## src/rtl/mseq_corr_dec.sv

```systemverilog
// mseq_corr_dec: parametrised m-sequence BPSK despreader and decoder.
// Correlates the received chip stream against one period of the local
// m-sequence, acquires and tracks symbol lock, and packs the decided bits
// MSB first into DATA_W-bit words.
// Build option: define MSEQ_DIFF_EN for differential bit decoding, which
// removes the 180-degree phase ambiguity of the despread symbols.
module mseq_corr_dec #(
    parameter int             DEG      = 5,
    parameter logic [DEG-1:0] TAPS     = 5'b11101,
    parameter logic [DEG-1:0] PHASE    = 5'b10101,
    parameter int             DATA_W   = 8,
    parameter int             THRESH   = 27,
    parameter int             MISS_MAX = 3
) (
    input  logic                    CLK_50MHZ,
    input  logic                    RST,
    input  logic                    chip_in,
    input  logic                    chip_vld,
    output logic                    ref_out,
    output logic                    lock,
    output logic [DATA_W-1:0]       data,
    output logic                    data_vld,
    output logic [(2**DEG)-2:0]     buff_wr,
    output logic [DEG-1:0]          corr_abs
);

    // Sequence period and counter widths.
    localparam int L  = (1 << DEG) - 1;
    localparam int CW = $clog2(L + 1);
    localparam int BW = $clog2(DATA_W + 1);
    localparam int MW = $clog2(MISS_MAX + 1);

    // Sized constants so every comparison is width-matched.
    localparam logic [CW-1:0] THR_HI    = CW'(THRESH);
    localparam logic [CW-1:0] THR_LO    = CW'(L - THRESH);
    localparam logic [CW-1:0] HALF      = CW'(L / 2);
    localparam logic [CW-1:0] FULL      = CW'(L);
    localparam logic [CW-1:0] LAST_CHIP = CW'(L - 1);
    localparam logic [CW-1:0] CW_ONE    = CW'(1);
    localparam logic [CW:0]   L_EXT     = (CW + 1)'(L);
    localparam logic [BW-1:0] LAST_BIT  = BW'(DATA_W - 1);
    localparam logic [BW-1:0] BW_ONE    = BW'(1);
    localparam logic [MW-1:0] MISS_LAST = MW'(MISS_MAX - 1);
    localparam logic [MW-1:0] MW_ONE    = MW'(1);

    // Reference pattern laid out the way the window holds it: chip i of the
    // period sits at bit L-1-i, so a perfectly aligned window equals it.
    function automatic logic [L-1:0] ref_window();
        logic [DEG-1:0] s;
        logic [L-1:0]   w;
        s = PHASE;
        w = '0;
        for (int i = 0; i < L; i++) begin
            w[L-1-i] = s[0];
            s        = {^(s & TAPS), s[DEG-1:1]};
        end
        return w;
    endfunction

    localparam logic [L-1:0] REF_WIN = ref_window();

    typedef enum logic {
        SEARCH = 1'b0,
        LOCKED = 1'b1
    } state_t;

    state_t          state;
    state_t          state_nxt;

    logic [DEG-1:0]  lfsr;
    logic [CW-1:0]   fill_cnt;
    logic [CW-1:0]   fill_nxt;
    logic [CW-1:0]   chip_cnt;
    logic [CW-1:0]   cnt_nxt;
    logic            eval_pend;
    logic            pend_nxt;
    logic [MW-1:0]   miss_cnt;

    logic [L-1:0]    match_vec;
    logic [CW-1:0]   agree;
    logic [CW:0]     twice_a;
    logic [DEG-1:0]  corr_val;
    logic            hit_one;
    logic            hit_zero;
    logic            hard_bit;
    logic            eval_hit;
    logic            eval_miss;
    logic            acquire;
    logic            drop;
    logic            shift_en;
    logic            out_bit;

    logic [DATA_W-2:0] word;
    logic [DATA_W-1:0] word_nxt;
    logic [BW-1:0]     bit_cnt;

    // Free-running local reference generator.
    always_ff @(posedge CLK_50MHZ or posedge RST) begin
        if (RST) begin
            lfsr <= PHASE;
        end else begin
            lfsr <= {^(lfsr & TAPS), lfsr[DEG-1:1]};
        end
    end

    assign ref_out = lfsr[0];

    // Chip window: shift in every accepted chip, newest at bit 0.
    always_ff @(posedge CLK_50MHZ or posedge RST) begin
        if (RST) begin
            buff_wr <= '0;
        end else if (chip_vld) begin
            buff_wr <= {buff_wr[L-2:0], chip_in};
        end
    end

    assign match_vec = ~(buff_wr ^ REF_WIN);

    // Agreement count between the window and one reference period.
    always_comb begin
        agree = '0;
        for (int i = 0; i < L; i++) begin
            agree = agree + CW'(match_vec[i]);
        end
    end

    assign twice_a   = {agree, 1'b0};
    assign corr_val  = DEG'((twice_a > L_EXT) ? (twice_a - L_EXT) : (L_EXT - twice_a));
    assign hit_one   = (agree >= THR_HI);
    assign hit_zero  = (agree <= THR_LO);
    assign hard_bit  = (agree > HALF);
    assign eval_hit  = eval_pend && (hit_one || hit_zero);
    assign eval_miss = eval_pend && !(hit_one || hit_zero);

    // The miss that exhausts the budget drops lock and does not contribute
    // a bit, so a half-built word is never completed by garbage.
    assign acquire  = (state == SEARCH) && eval_hit;
    assign drop     = (state == LOCKED) && eval_miss && (miss_cnt == MISS_LAST);
    assign shift_en = acquire || ((state == LOCKED) && eval_pend && !drop);

    // Lock state register.
    always_ff @(posedge CLK_50MHZ or posedge RST) begin
        if (RST) begin
            state <= SEARCH;
        end else begin
            state <= state_nxt;
        end
    end

    // Lock next-state: acquire on any confident decision, release on misses.
    always_comb begin
        state_nxt = state;
        case (state)
            SEARCH:  if (eval_hit) state_nxt = LOCKED;
            LOCKED:  if (drop)     state_nxt = SEARCH;
            default: state_nxt = SEARCH;
        endcase
    end

    // Lock output is a pure decode of the state.
    always_comb begin
        lock = (state == LOCKED);
    end

    // Fill / chip counter update and scheduling of the next evaluation. A
    // chip accepted in the same cycle as an acquisition is the first chip
    // of the following symbol, hence the counter restarts at one.
    always_comb begin
        fill_nxt = fill_cnt;
        cnt_nxt  = chip_cnt;
        pend_nxt = 1'b0;
        if (drop) begin
            fill_nxt = FULL;
            cnt_nxt  = '0;
            pend_nxt = chip_vld;
        end else if (acquire) begin
            cnt_nxt = chip_vld ? CW_ONE : '0;
        end else if (state == SEARCH) begin
            if (chip_vld) begin
                if (fill_cnt != FULL) begin
                    fill_nxt = fill_cnt + CW_ONE;
                end
                pend_nxt = (fill_cnt >= LAST_CHIP);
            end
        end else begin
            if (chip_vld) begin
                cnt_nxt  = (chip_cnt == LAST_CHIP) ? '0 : chip_cnt + CW_ONE;
                pend_nxt = (chip_cnt == LAST_CHIP);
            end
        end
    end

    // Register the counters and the one-cycle evaluation request.
    always_ff @(posedge CLK_50MHZ or posedge RST) begin
        if (RST) begin
            fill_cnt  <= '0;
            chip_cnt  <= '0;
            eval_pend <= 1'b0;
        end else begin
            fill_cnt  <= fill_nxt;
            chip_cnt  <= cnt_nxt;
            eval_pend <= pend_nxt;
        end
    end

    // Consecutive-miss counter, cleared by any confident decision.
    always_ff @(posedge CLK_50MHZ or posedge RST) begin
        if (RST) begin
            miss_cnt <= '0;
        end else if (acquire || drop) begin
            miss_cnt <= '0;
        end else if ((state == LOCKED) && eval_hit) begin
            miss_cnt <= '0;
        end else if ((state == LOCKED) && eval_miss) begin
            miss_cnt <= miss_cnt + MW_ONE;
        end
    end

    // Capture the correlation magnitude of every evaluation.
    always_ff @(posedge CLK_50MHZ or posedge RST) begin
        if (RST) begin
            corr_abs <= '0;
        end else if (eval_pend) begin
            corr_abs <= corr_val;
        end
    end

`ifdef MSEQ_DIFF_EN
    logic prev_bit;

    // Remember the last decided bit; entry to lock behaves as if it were 0.
    always_ff @(posedge CLK_50MHZ or posedge RST) begin
        if (RST) begin
            prev_bit <= 1'b0;
        end else if (shift_en) begin
            prev_bit <= hard_bit;
        end
    end

    assign out_bit = acquire ? hard_bit : (hard_bit ^ prev_bit);
`else
    assign out_bit = hard_bit;
`endif

    assign word_nxt = {word, out_bit};

    // Word packing, MSB first, with a single-cycle strobe per full word.
    always_ff @(posedge CLK_50MHZ or posedge RST) begin
        if (RST) begin
            word     <= '0;
            bit_cnt  <= '0;
            data     <= '0;
            data_vld <= 1'b0;
        end else begin
            data_vld <= 1'b0;
            if (drop) begin
                word    <= '0;
                bit_cnt <= '0;
            end else if (shift_en) begin
                word <= word_nxt[DATA_W-2:0];
                if (bit_cnt == LAST_BIT) begin
                    bit_cnt  <= '0;
                    data     <= word_nxt;
                    data_vld <= 1'b1;
                end else begin
                    bit_cnt <= bit_cnt + BW_ONE;
                end
            end
        end
    end

endmodule

```

## config.mk

```make
export PLATFORM = sky130hd
export DESIGN_NAME = mseq_corr_dec
export DESIGN_NICKNAME = d
export VERILOG_FILES = /design/src/rtl/mseq_corr_dec.sv
export SDC_FILE = /design/constraint.sdc
export NUM_CORES = 1
export LEC_CHECK = 0
export CORE_AREA = 2 2 117 119
export CTS_CLUSTER_SIZE = 8
export DETAILED_ROUTE_END_ITERATION = 8
export DIE_AREA = 0 0 119 121
export HOLD_SLACK_MARGIN = 0.03
export SKIP_LAST_GASP = 1
export SLEW_MARGIN = 40
export SYNTH_ARGS = -nofsm -noshare
export SYNTH_HDL_FRONTEND = slang
export SYNTH_SLANG_ARGS = --single-unit
```

## constraint.sdc

```tcl
create_clock -name CLK_50MHZ -period 7.3 [get_ports CLK_50MHZ]
set_clock_uncertainty 0.05 [all_clocks]
set_input_delay 1.825 -clock CLK_50MHZ [delete_from_list [all_inputs] [get_ports CLK_50MHZ]]
set_output_delay 1.825 -clock CLK_50MHZ [all_outputs]
set_load 0.005 [all_outputs]
```

==> metrics.txt, run 1 <==
status completed; residual overflow from global routing 0; worst reg2reg startpoint buff_wr[0]$_DFFE_PP0P_; Slowest cell on crit path o311a_1; Final ANT Viol Nets 0; CP endpoint kind register; ANT cells 0; RSZ-0062 raised after global routing no; Seq/Total Area, Yosys 45.6%; area of the multi-input gates 0.00195 mm²; most frequent cells in the layout dfrtp_1 (72), inv_1 (54), nand2_1 (53); CP Data Required Time 7.47 ns; Top delay family on crit path adder cells; Top FF cell, synth dfrtp_1; All-Layer GR Usage 12.6%; Cell Rows 42; Num Clock Sinks 75; hpwl dp 5910 µm; ys async rst share 100%; crit-path max cell delay 0.59 ns; Final Max Tran Viols 0; worst setup path endpoint data[7]$_DFFE_PP0P_; Via Count 2773; multiplexer share of the synthesized area 7.04%; Period Utilization, post-route 94.4%; Vias per Instance 4.51; reg2reg end data[7]$_DFFE_PP0P_; GP Congestion 0.791; Reg clk slew, reported paths 0.06 ns; cts bufs inserted 9; min cycle time layout 6.89 ns; Initial DRC Count 155; Max Freq 0.145 GHz; post-CTS resize count 0; Cells after Synth 385; Die Y 121 µm; crit path kind register to register; Crit path buffers/inverters 4; clk_lat worst skew 0.33 ns; post-synthesis xor/xnor area fraction 1.88%; net count after synthesis 427; crit path cell chain fa_1 > fa_1 > inv_1 > fa_1 > inv_1 > fa_1 > fa_1 > inv_1 > fa_1 > inv_1 > fa_1 > fa_1 > nand2b_1 > a21oi_2 > xnor2_2 > ha_1 > nand2_1 > a221oi_4 > o311a_1 > mux2_4; Post-CTS Setup Inserts 0; Adder-Cell Fraction of Synth Area 15.7%; Routed WL per cell 13.3 µm; Buffers on Ports 50; number of synthesized flops with an enable pin 0; CP Launch Type register; initial antenna violation count 0; # fillers 1254; FF/Latch Area 0.00188 mm²; Worst EP arrival 7.06 ns; Yosys reg bits 75; core area 0.0131 mm²; starting density of the core 31.5%; Crit. path cell count 20; Simple-Gate Fraction of Synth Area 12.0%; final WL 8150 µm; Synth-to-Final Area Change 23.3%; crit-path max FO 9; first-pass GRT wire length 14400 µm; final-stage net count 476; layout cell share with drive strength beyond 1 12.1%; die area 0.0144 mm²; Slew headroom 50.6%; Fin. Hold Viols 0; Synth warnings 0; I/O pin cnt 51; largest family of logic cells by synthesized area adder cells; largest net degree at the start of global routing 76; drt first pass iters 4; final std cells w/o fill 615; Compound-Gate Fraction of Synth Area 10.7%; CTS Buffer Depth 2; Post-Syn Area 0.00412 mm²; MaxCap Viol Count 0; average cell area after synthesis 10.7 µm²; worst-case reg-to-reg path depth 20; r2r setup slk 0.41 ns; vias in the first global route 2866; H-tree depth 3; worst hold path class register to register; CTS root buffer clkbuf_16; setup_tns 0 ns; placed cell count 599; CP Launch Point buff_wr[0]$_DFFE_PP0P_; hold buffer count at cts 0; setup violators final 0; DR DRC count 0; Chip Width 119 µm; count of cell types in the netlist 55; CTS tree built; commonest non-fill, non-tap cell in the layout dfrtp_1; Crit path top cell by count fa_1; Slew @ Worst Pin 0.736 ns
## worst min-delay path by stage
stage | startpoint | endpoint | slack (ns) | cells after the start
after floorplan | lfsr[1]$_DFF_PP0_ | lfsr[0]$_DFF_PP1_ | 0.28 | 0
after CTS | lfsr[1]$_DFF_PP0_ | lfsr[0]$_DFF_PP1_ | 0.30 | 0
final | lfsr[1]$_DFF_PP0_ | lfsr[0]$_DFF_PP1_ | 0.30 | 0
after global routing | lfsr[1]$_DFF_PP0_ | lfsr[0]$_DFF_PP1_ | 0.32 | 0
after detailed placement | lfsr[1]$_DFF_PP0_ | lfsr[0]$_DFF_PP1_ | 0.29 | 0
after global placement | lfsr[1]$_DFF_PP0_ | lfsr[0]$_DFF_PP1_ | 0.28 | 0
## Yosys cell counts (all sizes together) (6+ instances only)
master | count | area (µm²)
and3 | 6 | 42.5
ha | 15 | 188
fa | 23 | 460
nor2b | 6 | 37.5
nand2 | 53 | 199
mux2 | 19 | 240
a21oi | 10 | 53.8
o21ai | 36 | 180
inv | 55 | 206
dfrtp | 72 | 1800
nor2 | 11 | 43.8
clkbuf | 6 | 22.5
buf | 9 | 62.6
## final cells by class
cell class / instances / share of cell area [%]
clock buffer: 13 / 5.51
timing repair buffer: 53 / 10.3
multi-input combinational: 240 / 38.4
tap: 176 / 4.33
sequential: 75 / 37.0
inverter: 55 / 4.06
clock inverter: 3 / 0.394
## through the flow
stage,util (%),hold slack (ns),area (µm²),setup WS [ns]
5_1_grt,38.9,0.321,5080,0.0242
3_3_place_gp,36.5,0.285,4780,0.526
4_1_cts,38.9,0.303,5080,0.365
3_5_place_dp,36.6,0.289,4780,0.399
2_1_floorplan,-,0.283,4120,0.927
6_report,38.9,0.300,5080,0.406
## registers in the layout (all words and copies together), names as in the netlist
| name | count |
|---|---|
| buff_wr | 31 |
| data | 8 |
| word | 7 |
| chip_cnt | 5 |
| corr_abs | 5 |
| fill_cnt | 5 |
| lfsr | 5 |
| bit_cnt | 4 |
| miss_cnt | 2 |
| data_vld | 1 |
| eval_pend | 1 |
| lock | 1 |
## cell families after synthesis
kind of cell               Yosys count
and+or+nand+nor                    102
DFF                                 75
buffers and inverters               70
AOI/OAI and AO/OA                   68
adders and majority gates           38
muxes                               24
xor gates and xnor gates             8
## metal layers
layer / track usage, % / vias to the layer above / part of all wire [%]
met5: 0 / - / 0
met4: 5.65 / 0 / 1.8
met3: 2.07 / 12 / 2.8
met2: 19.6 / 43 / 46
met1: 17.5 / 1349 / 49
li1: - / 1369 / -
Power of run 1 is not shown: default switching activity piles up to over one toggle a cycle in this logic, so the estimate is an artifact.
==> inputs of run 2 (changes only) <==
- PLACE_DENSITY: unset -> 0.55
==> metrics.txt, run 2 (same netlist as run 1, synthesis figures left out) <==
Post-CTS Setup Inserts 0; MaxCap Viol Count 0; Die Y 121 µm; largest registers buff_wr x31, data x8, word x7; Final Max Tran Viols 0; Slew @ Worst Pin 0.705 ns; CP endpoint kind register; Num Clock Sinks 75; Util after Layout 38.7%; worst-case reg-to-reg path depth 21; Initial DRC Count 124; Via Count 2781; Cell Rows 42; CTS root buffer clkbuf_16; CP Data Required Time 7.47 ns; crit path kind register to register; crit-path max FO 9; hpwl dp 6190 µm; Buffers on Ports 50; reg2reg end data[3]$_DFFE_PP0P_; H-tree depth 3; die area 0.0144 mm²; largest net degree at the start of global routing 76; DR DRC count 0; CP Launch Type register; post-CTS resize count 0; GP Congestion 0.748; Slew headroom 53.0%; WHS Endpoint lfsr[0]$_DFF_PP1_; Final ANT Viol Nets 0; final-stage net count 476; Vias per Instance 4.52; residual overflow from global routing 0; vias in the first global route 2866; cts bufs inserted 9; initial antenna violation count 0; first-pass GRT wire length 14400 µm; Synth-to-Final Area Change 22.8%; starting density of the core 31.5%; min cycle time layout 6.81 ns; CP Launch Point buff_wr[11]$_DFFE_PP0P_; r2r setup slk 0.49 ns; commonest non-fill, non-tap cell in the layout dfrtp_1; Chip Width 119 µm; Routed WL per cell 13.7 µm; worst reg2reg startpoint buff_wr[11]$_DFFE_PP0P_; Max Freq 0.147 GHz; Top reg by flops buff_wr; All-Layer GR Usage 12.8%; drt first pass iters 5; most frequent cells in the layout dfrtp_1 (72), inv_1 (54), nand2_1 (53); Period Utilization, post-route 93.3%; I/O pin cnt 51; CTS Buffer Depth 2; final WL 8400 µm; worst hold path class register to register; ANT cells 0; RSZ-0062 raised after global routing no; WHS Path Cells 0; hold buffer count at cts 0; Reg clk slew, reported paths 0.06 ns; Largest register FFs 31; core area 0.0131 mm²; status completed; setup_tns 0 ns; clk_lat worst skew 0.34 ns; Fin. Hold Viols 0; setup violators final 0; CTS tree built; HP Start lfsr[1]$_DFF_PP0_; layout cell share with drive strength beyond 1 11.8%; Worst EP arrival 6.98 ns
run 2: changes by cell type in the layout (fill, tap and decap cells not counted), sizes merged:
cell      previous run  this run
clkbuf              13        12
clkinv               1         3
clkinvlp             2         1
run 2: area by class of cell:
type | count | area (µm²)
Clock buffer | 12 | 256
Clock inverter | 4 | 26.3
Fill cell | 1247 | 8020
Inverter | 55 | 206
Multi-Input combinational cell | 240 | 1950
Sequential cell | 75 | 1880
Tap cell | 176 | 220
Timing Repair Buffer | 53 | 524
run 2: layer usage:
layer  track usage [%]  vias up  share of wire (%)
met2              20.3       48                 47
li1                  -     1367                  -
met3              2.07        9                2.8
met1              17.2     1357                 49
met5                 0        -                  0
met4              6.25        0                1.6
run 2: through the flow:
step	hold slack (ns)	area, µm²	instances	setup slack, ns
floorplan	0.283	4120	385	0.927
global placement	0.286	4780	599	0.520
detailed placement	0.289	4780	599	0.441
CTS	0.302	5070	615	0.416
global route	0.318	5070	615	0.0975
finish	0.300	5070	615	0.487
run 2: worst max path at each step:
stage / to / slack (ns)
floorplan: data[1]$_DFFE_PP0P_ / 0.93
global placement: data[7]$_DFFE_PP0P_ / 0.52
detailed placement: data[3]$_DFFE_PP0P_ / 0.44
CTS: data[3]$_DFFE_PP0P_ / 0.42
global route: data[1]$_DFFE_PP0P_ / 0.1
finish: data[3]$_DFFE_PP0P_ / 0.49
run 2: worst max-delay path: stages, from the launching register on:
cell and delay [ns]:
dfrtp_1 0.41, fa_1 0.55, inv_1 0.05, fa_1 0.47, inv_1 0.05, fa_1 0.47, inv_1 0.05, fa_1 0.47
fa_1 0.51, inv_1 0.05, fa_1 0.47, inv_1 0.05, fa_1 0.44, fa_1 0.41, nand2b_1 0.19, a21oi_2 0.17
xnor2_2 0.23, ha_1 0.22, nand2_1 0.09, a221oi_4 0.36, o311a_1 0.59, mux2_4 0.34
Power of run 2 is left out for the same reason.
==> inputs of run 3 (changes only) <==
- GPL_TIMING_DRIVEN: unset -> 1
- MAX_ROUTING_LAYER: unset -> met4
- clock period: 7.3 -> 7.8 ns (I/O delays scaled with it)
==> metrics.txt, run 3 (same netlist as run 1, synthesis figures left out) <==
Top reg by flops buff_wr; MaxCap Viol Count 0; vias in the first global route 2818; CP Data Required Time 7.97 ns; DR DRC count 0; Post-CTS Setup Inserts 0; largest net degree at the start of global routing 76; initial antenna violation count 0; Design Area, Final 0.00508 mm²; Max Freq 0.142 GHz; reg2reg end fill_cnt[4]$_DFFE_PP0P_; first-pass GRT wire length 14100 µm; WHS Path Cells 0; most frequent cells in the layout dfrtp_1 (72), inv_1 (54), nand2_1 (53); CTS tree built; setup_tns 0 ns; pre-CTS setup slack 0.792 ns; core area 0.0131 mm²; residual overflow from global routing 0; GP Congestion 0.755; Routed WL per cell 13.5 µm; Largest register FFs 31; final WL 8270 µm; cts bufs inserted 9; worst reg2reg startpoint buff_wr[11]$_DFFE_PP0P_; starting density of the core 31.5%; I/O pin cnt 51; Final Max Tran Viols 0; Setup WS post-layout 0.773 ns; layout cell share with drive strength beyond 1 11.6%; All-Layer GR Usage 12.9%; Via Count 2798; HP Start lfsr[1]$_DFF_PP0_; hpwl dp 6090 µm; r2r setup slk 0.77 ns; Slew @ Worst Pin 0.808 ns; Worst EP arrival 7.20 ns; ANT cells 0; final-stage net count 475; status completed; Synth-to-Final Area Change 23.2%; CP endpoint kind register; Final ANT Viol Nets 0; Reg clk slew, reported paths 0.06 ns; crit path kind register to register; clk_lat worst skew 0.33 ns; Buffers on Ports 50; Vias per Instance 4.56; Period Utilization, post-route 90.1%; worst hold path class register to register; setup violators final 0; Post-DP Area 0.00478 mm²; crit-path max FO 11; post-CTS resize count 0; Die Y 121 µm; RSZ-0062 raised after global routing no; commonest non-fill, non-tap cell in the layout dfrtp_1; H-tree depth 3; die area 0.0144 mm²; CTS root buffer clkbuf_16; hold buffer count at cts 0; worst-case reg-to-reg path depth 23; Fin. Hold Viols 0; drt first pass iters 4; CP Launch Type register; Slew headroom 45.7%; Num Clock Sinks 75; Cell Rows 42; CTS Buffer Depth 2; Initial DRC Count 106; WHS Endpoint lfsr[0]$_DFF_PP1_; largest registers buff_wr x31, data x8, word x7; min cycle time layout 7.03 ns; Chip Width 119 µm
==> run 3: changes by cell type in the layout (fill, tap and decap cells not counted), sizes merged <==
| cell | previous run | this run |
|---|---|---|
| buf | 4 | 3 |
| bufinv | 0 | 1 |
| clkinvlp | 1 | 0 |
==> run 3: worst max-delay path by stage <==
stage,endpoint,slack [ns],start,depth (start not counted)
finish,fill_cnt[4]$_DFFE_PP0P_,0.77,buff_wr[11]$_DFFE_PP0P_,23
global route,fill_cnt[4]$_DFFE_PP0P_,0.44,buff_wr[13]$_DFFE_PP0P_,24
CTS,fill_cnt[4]$_DFFE_PP0P_,0.77,buff_wr[0]$_DFFE_PP0P_,22
detailed placement,fill_cnt[4]$_DFFE_PP0P_,0.79,buff_wr[0]$_DFFE_PP0P_,22
global placement,fill_cnt[4]$_DFFE_PP0P_,0.94,buff_wr[3]$_DFFE_PP0P_,23
floorplan,data[1]$_DFFE_PP0P_,1.43,buff_wr[11]$_DFFE_PP0P_,23
==> run 3: per-stage QoR <==
step                cells  hold WS, ns  utilization (%)
finish                614        0.306             38.8
global route          614        0.323             38.8
CTS                   614        0.310             38.8
detailed placement    598        0.297             36.5
global placement      598        0.287             36.5
floorplan             385        0.283                -
==> run 3: worst max-delay path, stage by stage (launching register included) <==
cell and delay [ns]:
dfrtp_1 0.42, fa_1 0.55, inv_1 0.06, fa_1 0.48, inv_1 0.05, fa_1 0.47, inv_1 0.05, fa_1 0.47
fa_1 0.51, inv_1 0.05, fa_1 0.48, inv_1 0.05, fa_1 0.44, fa_1 0.41, nand2b_1 0.19, a21oi_2 0.17
xnor2_2 0.16, ha_1 0.24, nand2_1 0.12, nand2b_1 0.08, and3_4 0.20, o21ai_1 0.64, nand2_1 0.24, a211o_1 0.34
==> run 3: per-layer routing <==
metal / wire length [µm] / GRT usage [%]
met3: 222 / 2.26
met5: 0 / -
met2: 3760 / 19.3
met4: 185 / 6.03
met1: 4100 / 17.2
==> run 3: area by class of cell <==
cell class | count | area (µm²)
Fill cell | 1247 | 8000
Multi-Input combinational cell | 240 | 1950
Sequential cell | 75 | 1880
Timing Repair Buffer | 52 | 517
Clock buffer | 12 | 256
Tap cell | 176 | 220
Inverter | 55 | 206
Clock inverter | 4 | 48.8
Power of run 3 is left out for the same reason.
